--- src/rtl/icache.sv ---
// Direct-mapped, one-word-per-line instruction cache between fetch and mem_ctrl.
// A hit answers one cycle after the request; a miss fills the word with four byte reads, lowest address first.
module icache #(
    parameter int IDX_W = 6
) (
    input  logic        clk_in,
    input  logic        rst_in,
    input  logic        rdy_in,
    input  logic        clear,
    input  logic        fetch_valid,
    input  logic [31:0] fetch_addr,
    output logic        fetch_ready,
    output logic        inst_valid,
    output logic [31:0] inst,
    output logic [31:0] inst_pc,
    output logic        mem_req,
    output logic [31:0] mem_addr,
    input  logic        mem_grant,
    input  logic [7:0]  mem_din,
    output logic [1:0]  dbg_state_o
);

    localparam int LINES = 1 << IDX_W;
    localparam int TAG_W = 16 - IDX_W;

    typedef enum logic [1:0] {
        S_IDLE = 2'd0,
        S_FILL = 2'd1,
        S_RESP = 2'd2
    } state_e;

    // Handshake: a request is taken when fetch_valid & fetch_ready & rdy_in & ~clear;
    // a byte read is issued when mem_req & mem_grant, and its data is on mem_din one cycle later.

    state_e            state_q, state_d;
    logic [29:0]       pc_q, pc_d;
    logic [2:0]        iss_q, iss_d;
    logic [2:0]        rcv_q, rcv_d;
    logic              cap_q, cap_d;
    logic [31:0]       line_q, line_d;
    logic              inst_valid_q, inst_valid_d;
    logic [31:0]       inst_q, inst_d;
    logic [31:0]       inst_pc_q, inst_pc_d;

    logic [LINES-1:0]  valid_q;
    logic [TAG_W-1:0]  tag_q  [LINES];
    logic [31:0]       data_q [LINES];

    logic [IDX_W-1:0]  req_idx;
    logic [TAG_W-1:0]  req_tag;
    logic [IDX_W-1:0]  fill_idx;
    logic [TAG_W-1:0]  fill_tag;
    logic              hit;
    logic              accept;
    logic              wr_en;
    logic              unused_addr_bits;

    assign req_idx  = fetch_addr[IDX_W+1:2];
    assign req_tag  = fetch_addr[17:IDX_W+2];
    assign fill_idx = pc_q[IDX_W-1:0];
    assign fill_tag = pc_q[15:IDX_W];
    assign hit      = valid_q[req_idx] && (tag_q[req_idx] == req_tag);
    assign accept   = (state_q == S_IDLE) && fetch_valid && !clear && rdy_in;
    assign unused_addr_bits = ^fetch_addr[1:0];

    assign fetch_ready = (state_q == S_IDLE);
    assign inst_valid  = inst_valid_q;
    assign inst        = inst_q;
    assign inst_pc     = inst_pc_q;
    assign dbg_state_o = state_q;
    assign mem_req     = (state_q == S_FILL) && (iss_q < 3'd4) && rdy_in;
    assign mem_addr    = (state_q == S_FILL) ? ({pc_q, 2'b00} + {29'd0, iss_q}) : 32'd0;

    always_comb begin
        state_d      = state_q;
        pc_d         = pc_q;
        iss_d        = iss_q;
        rcv_d        = rcv_q;
        cap_d        = 1'b0;
        line_d       = line_q;
        inst_valid_d = inst_valid_q;
        inst_d       = inst_q;
        inst_pc_d    = inst_pc_q;
        wr_en        = 1'b0;

        // A byte granted last cycle lands even if rdy_in has just dropped.
        if (cap_q) begin
            line_d[{rcv_q[1:0], 3'b000} +: 8] = mem_din;
            rcv_d = rcv_q + 3'd1;
        end

        if (clear) begin
            state_d      = S_IDLE;
            iss_d        = 3'd0;
            rcv_d        = 3'd0;
            inst_valid_d = 1'b0;
        end else if (rdy_in) begin
            case (state_q)
                S_IDLE: begin
                    inst_valid_d = 1'b0;
                    if (accept) begin
                        pc_d = fetch_addr[31:2];
                        if (hit) begin
                            inst_valid_d = 1'b1;
                            inst_d       = data_q[req_idx];
                            inst_pc_d    = {fetch_addr[31:2], 2'b00};
                        end else begin
                            state_d = S_FILL;
                            iss_d   = 3'd0;
                            rcv_d   = 3'd0;
                            line_d  = 32'd0;
                        end
                    end
                end
                S_FILL: begin
                    if (mem_req && mem_grant) begin
                        iss_d = iss_q + 3'd1;
                        cap_d = 1'b1;
                    end
                    if (rcv_d == 3'd4) begin
                        wr_en        = 1'b1;
                        state_d      = S_RESP;
                        iss_d        = 3'd0;
                        rcv_d        = 3'd0;
                        inst_valid_d = 1'b1;
                        inst_d       = line_d;
                        inst_pc_d    = {pc_q, 2'b00};
                    end
                end
                S_RESP: begin
                    inst_valid_d = 1'b0;
                    state_d      = S_IDLE;
                end
                default: begin
                    state_d = S_IDLE;
                end
            endcase
        end
    end

    always_ff @(posedge clk_in or posedge rst_in) begin
        if (rst_in) begin
            state_q      <= S_IDLE;
            pc_q         <= 30'd0;
            iss_q        <= 3'd0;
            rcv_q        <= 3'd0;
            cap_q        <= 1'b0;
            line_q       <= 32'd0;
            inst_valid_q <= 1'b0;
            inst_q       <= 32'd0;
            inst_pc_q    <= 32'd0;
            valid_q      <= '0;
        end else begin
            state_q      <= state_d;
            pc_q         <= pc_d;
            iss_q        <= iss_d;
            rcv_q        <= rcv_d;
            cap_q        <= cap_d;
            line_q       <= line_d;
            inst_valid_q <= inst_valid_d;
            inst_q       <= inst_d;
            inst_pc_q    <= inst_pc_d;
            if (wr_en) begin
                valid_q[fill_idx] <= 1'b1;
            end
        end
    end

    // Tag and data storage needs no reset: valid_q gates every use.
    always_ff @(posedge clk_in) begin
        if (wr_en) begin
            tag_q[fill_idx]  <= fill_tag;
            data_q[fill_idx] <= line_d;
        end
    end

endmodule

--- config.mk ---
export PLATFORM = sky130hd
export DESIGN_NAME = icache
export DESIGN_NICKNAME = d
export VERILOG_FILES = /design/src/rtl/icache.sv
export SDC_FILE = /design/constraint.sdc
export NUM_CORES = 2
export LEC_CHECK = 0
export BUFFER_PORTS_ARGS = -buffer_cell sky130_fd_sc_hd__buf_4
export CORE_AREA = 2 2 570 572
export CTS_BUF_LIST = sky130_fd_sc_hd__clkbuf_4 sky130_fd_sc_hd__clkbuf_8
export DETAILED_ROUTE_END_ITERATION = 12
export DIE_AREA = 0 0 572 574
export PLACE_DENSITY = 0.53
export SLEW_MARGIN = 20
export SYNTH_ARGS = -nofsm -noshare
export SYNTH_HDL_FRONTEND = slang
export SYNTH_SLANG_ARGS = --single-unit
--- constraint.sdc ---
create_clock -name clk_in -period 7.1 [get_ports clk_in]
set_input_delay 0.355 -clock clk_in [delete_from_list [all_inputs] [get_ports clk_in]]
set_output_delay 0.355 -clock clk_in [all_outputs]
set_load 0.05 [all_outputs]
==> metrics.md <==
| Metric | Value |
|---|---|
| Post-synth EDFFs | 2688 |
| DRC Markers | 0 |
| Synth-to-Final Area Change | 16.0% |
| Relative slew slack | 16.9% |
| Area of the multi-input gates | 26000 um2 |
| IO buf count | 142 |
| Clock Pin Slew Worst Setup and Hold Paths | ~0.06 ns |
| Boundary pin count | 147 |
| Final Slew Violations | 0 |
| Lkg Pwr | 41.3 nW |
| Synthesized flop and latch total | approximately 2900 |
| Setup Buffers After CTS | 0 |
| FP Rows | 209 |
| Crit path required time | 7.72 ns |
| Largest area contributor in the netlist | edfxtp_1 |
| Clk_lat worst skew | 1.06 ns |
| Largest net degree at the start of global routing | 106 |
| Pwr Total | 34.9 mW |
| TritonCTS clock tree | done |
| Final hold vios | 0 |
| Least-Margin Pin Slew | roughly 1.2 ns |
| Setup crit start kind | flop |
| Router iterations before antenna repair | 6 |
| Clock root buffer master | clkbuf_8 |
| Worst clock skew | 0.113 ns |
| Cells resized by post-CTS repair | 0 |
| Sequential cell area | 85700 um2 |
| Yosys top cell area share | 71.9% |
| Worst-path maximum fanout | 21 |
| Share of layout cells above drive strength 1 | 37.2% |
| VDD IR max | 0.000177 V |
| Max-Cap Viols | 0 |
| Num CTS Buffers | 462 |
| CTS Sinks | 2886 |
| ANT nets after route | 0 |
| Final setup violation count | 0 |
| Htree depth | 5 |
| RSZ-0062 raised after global routing | no |
| Setup_tns | 0 ns |
| Vias in the first global route | just under 60000 |
| Fillcell total | 28600 |
| Full die area | 328000 um2 |
| First-pass GRT wire length | 468 mm |
| Commonest non-fill, non-tap cell in the layout | edfxtp_1 |
| Synth area leaders | edfxtp_1 (72%), mux4_2 (16%), dfrtp_1 (4.4%) |
| Routed WL per cell | 33.3 um |
| Final period util | 76.7% |
| Vias per inst | approximately 5.6 |
| Post-route cell area | 130000 um2 |
| GRT Resource Usage Total | 20.6% |
| Placed cell area | 120000 um2 |
| Critical Path End Type | flop |
| Peak Freq | between 150 and 200 MHz |
| Synth Instances | 4971 |
| Die height | 574 um |
| Library cells used by synthesis | 75 |
| Min cycle time layout | 5.45 ns |
| Cell Area, Synth | ~110000 um2 |
| Initial DRC Count | roughly 7700 |
| Worst hold path type | input pin to asynchronous set/reset pin |
| Core box area | 323000 um2 |
| Worst path arrival time | 6.06 ns |
| Placer congestion estimate | 0.776 |
| Nets@finish | 5606 |
| DP HPWL | between 150 and 200 mm |
| Predominant post-synthesis flop cell | edfxtp_1 |
| Vias post-DR | 57100 |
| Clock tree buffer depth | 4 |
| Initial Util | 34.8% |
| Cell Count, Final, Fillers Out | 10300 |
| WS Path Type | flop to flop |
| Synth async-reset ratio | 6.86% |
| Synthesis Warnings | 0 |
| Die X | 572 um |
| Syn_area_per_cell | 22.6 um2 |
| Register area share after synthesis | 76.3% |
| Post-CTS Hold Buffers | 35 |
| Placed cells | 9371 |
| Power Density | 268 nW/um2 |
| Status | finished, final reports clean |
| Total Wirelength | 341 mm |
| GRT Residual Overflow | 0 |
| Most frequent cells in the layout | edfxtp_1 (2688), mux4_2 (802), clkbuf_8 (494), buf_4 (269) |
| Initial antenna violation count | 17 |
## routing by layer
metal | share of wire, % | up-vias | GRT usage [%] | wire, um
met2 | 46 | 2719 | 31.8 | 158000
li1 | - | 22100 | - | -
met4 | 2.7 | 2 | 5.66 | 9310
met5 | 0.0041 | - | 0 | 14
met3 | 7.9 | 530 | 3.53 | 27000
met1 | 43 | 31700 | 30.0 | 147000
## final timing paths
kind                           startpoint      endpoint  slack (ns)  depth (start not counted)
max                              rcv_q[0]  tag_q[32][5]        1.65                          8
min                                rst_in   inst_pc[19]        0.04                          3
max reg2reg                      rcv_q[0]  tag_q[32][5]        1.65                          8
min reg2reg                   valid_q[58]   valid_q[58]        0.46                          1
max in group asynchronous          rst_in      inst[12]        5.71                          4
min in group clk_in        fetch_addr[31]      pc_q[29]        0.13                          3
## cell families (layout without fill, tap and decap cells)
family                   after synthesis  in the layout  synth area share (%)
flip-flops                          2886           2886                  76.3
multiplexers                        1020           1020                  18.4
AND/OR/NAND/NOR                      539            539                  2.34
buffers and inverters                280           1230                  1.28
AO/OA/AOI/OAI                        201            201                  1.29
XOR/XNOR                              32             32                 0.250
adder cells (fa/ha/maj)               12             12                 0.134
other                                  1              8               0.00334
## power by group
part	total, mW	switching [mW]	internal [mW]
Sequential	18.8	0.111	18.7
Combinational	1.68	1.13	0.550
Clock	14.4	6.63	7.80
## critical path: stages, from the launching register on
cell	delay (ns)
dfrtp_1	0.57
inv_1	0.25
ha_1	0.43
inv_1	0.22
a31oi_1	0.32
nor4b_1	0.92
nand2_1	0.75
nor2_4	0.78
buf_4	0.62
## cell usage after synthesis (all sizes together) (6+ instances only)
library cell,count
xor2,20
o21ai,32
nor2b,48
mux2,116
xnor2,12
nand2,186
edfxtp,2688
nor3,17
a211oi,6
o31ai,6
buf,166
nand4,11
and2,10
nor4,10
dfrtp,198
and3,6
a22o,33
mux2i,99
clkbuf,95
o22ai,11
a21oi,25
nor2,116
nand3,28
or3,8
inv,16
a22oi,39
or2,66
ha,12
nand2b,7
mux4,805
## layout make-up
| cell class | instances | share of cell area, % |
|---|---|---|
| sequential | 2886 | 65.8 |
| multi-input combinational | 1806 | 19.9 |
| clock buffer | 682 | 6.31 |
| tap | 4325 | 4.16 |
| timing repair buffer | 373 | 2.87 |
| clock inverter | 156 | 0.826 |
| inverter | 19 | 0.0701 |
| antenna | 6 | 0.0115 |
## sequential cells by signal, indices dropped and copies added, names as in the netlist
register     count
tag_q          640
dbg_state_o      2
inst_valid       1
valid_q         64
inst            32
rcv_q            3
line_q          32
cap_q            1
iss_q            3
pc_q            30
data_q        2048
inst_pc         30
## per-stage QoR
stage                     hold slack [ns]  util, %  worst slack [ns]
final                              0.0366     40.4              1.65
after global routing               0.0724     40.3              1.43
after CTS                         0.00241     40.3              1.70
after detailed placement            0.448     37.3              1.19
after global placement              0.443     37.3              1.26
after floorplan                     0.434        -              1.35
Power figures use the tool's default switching activity.
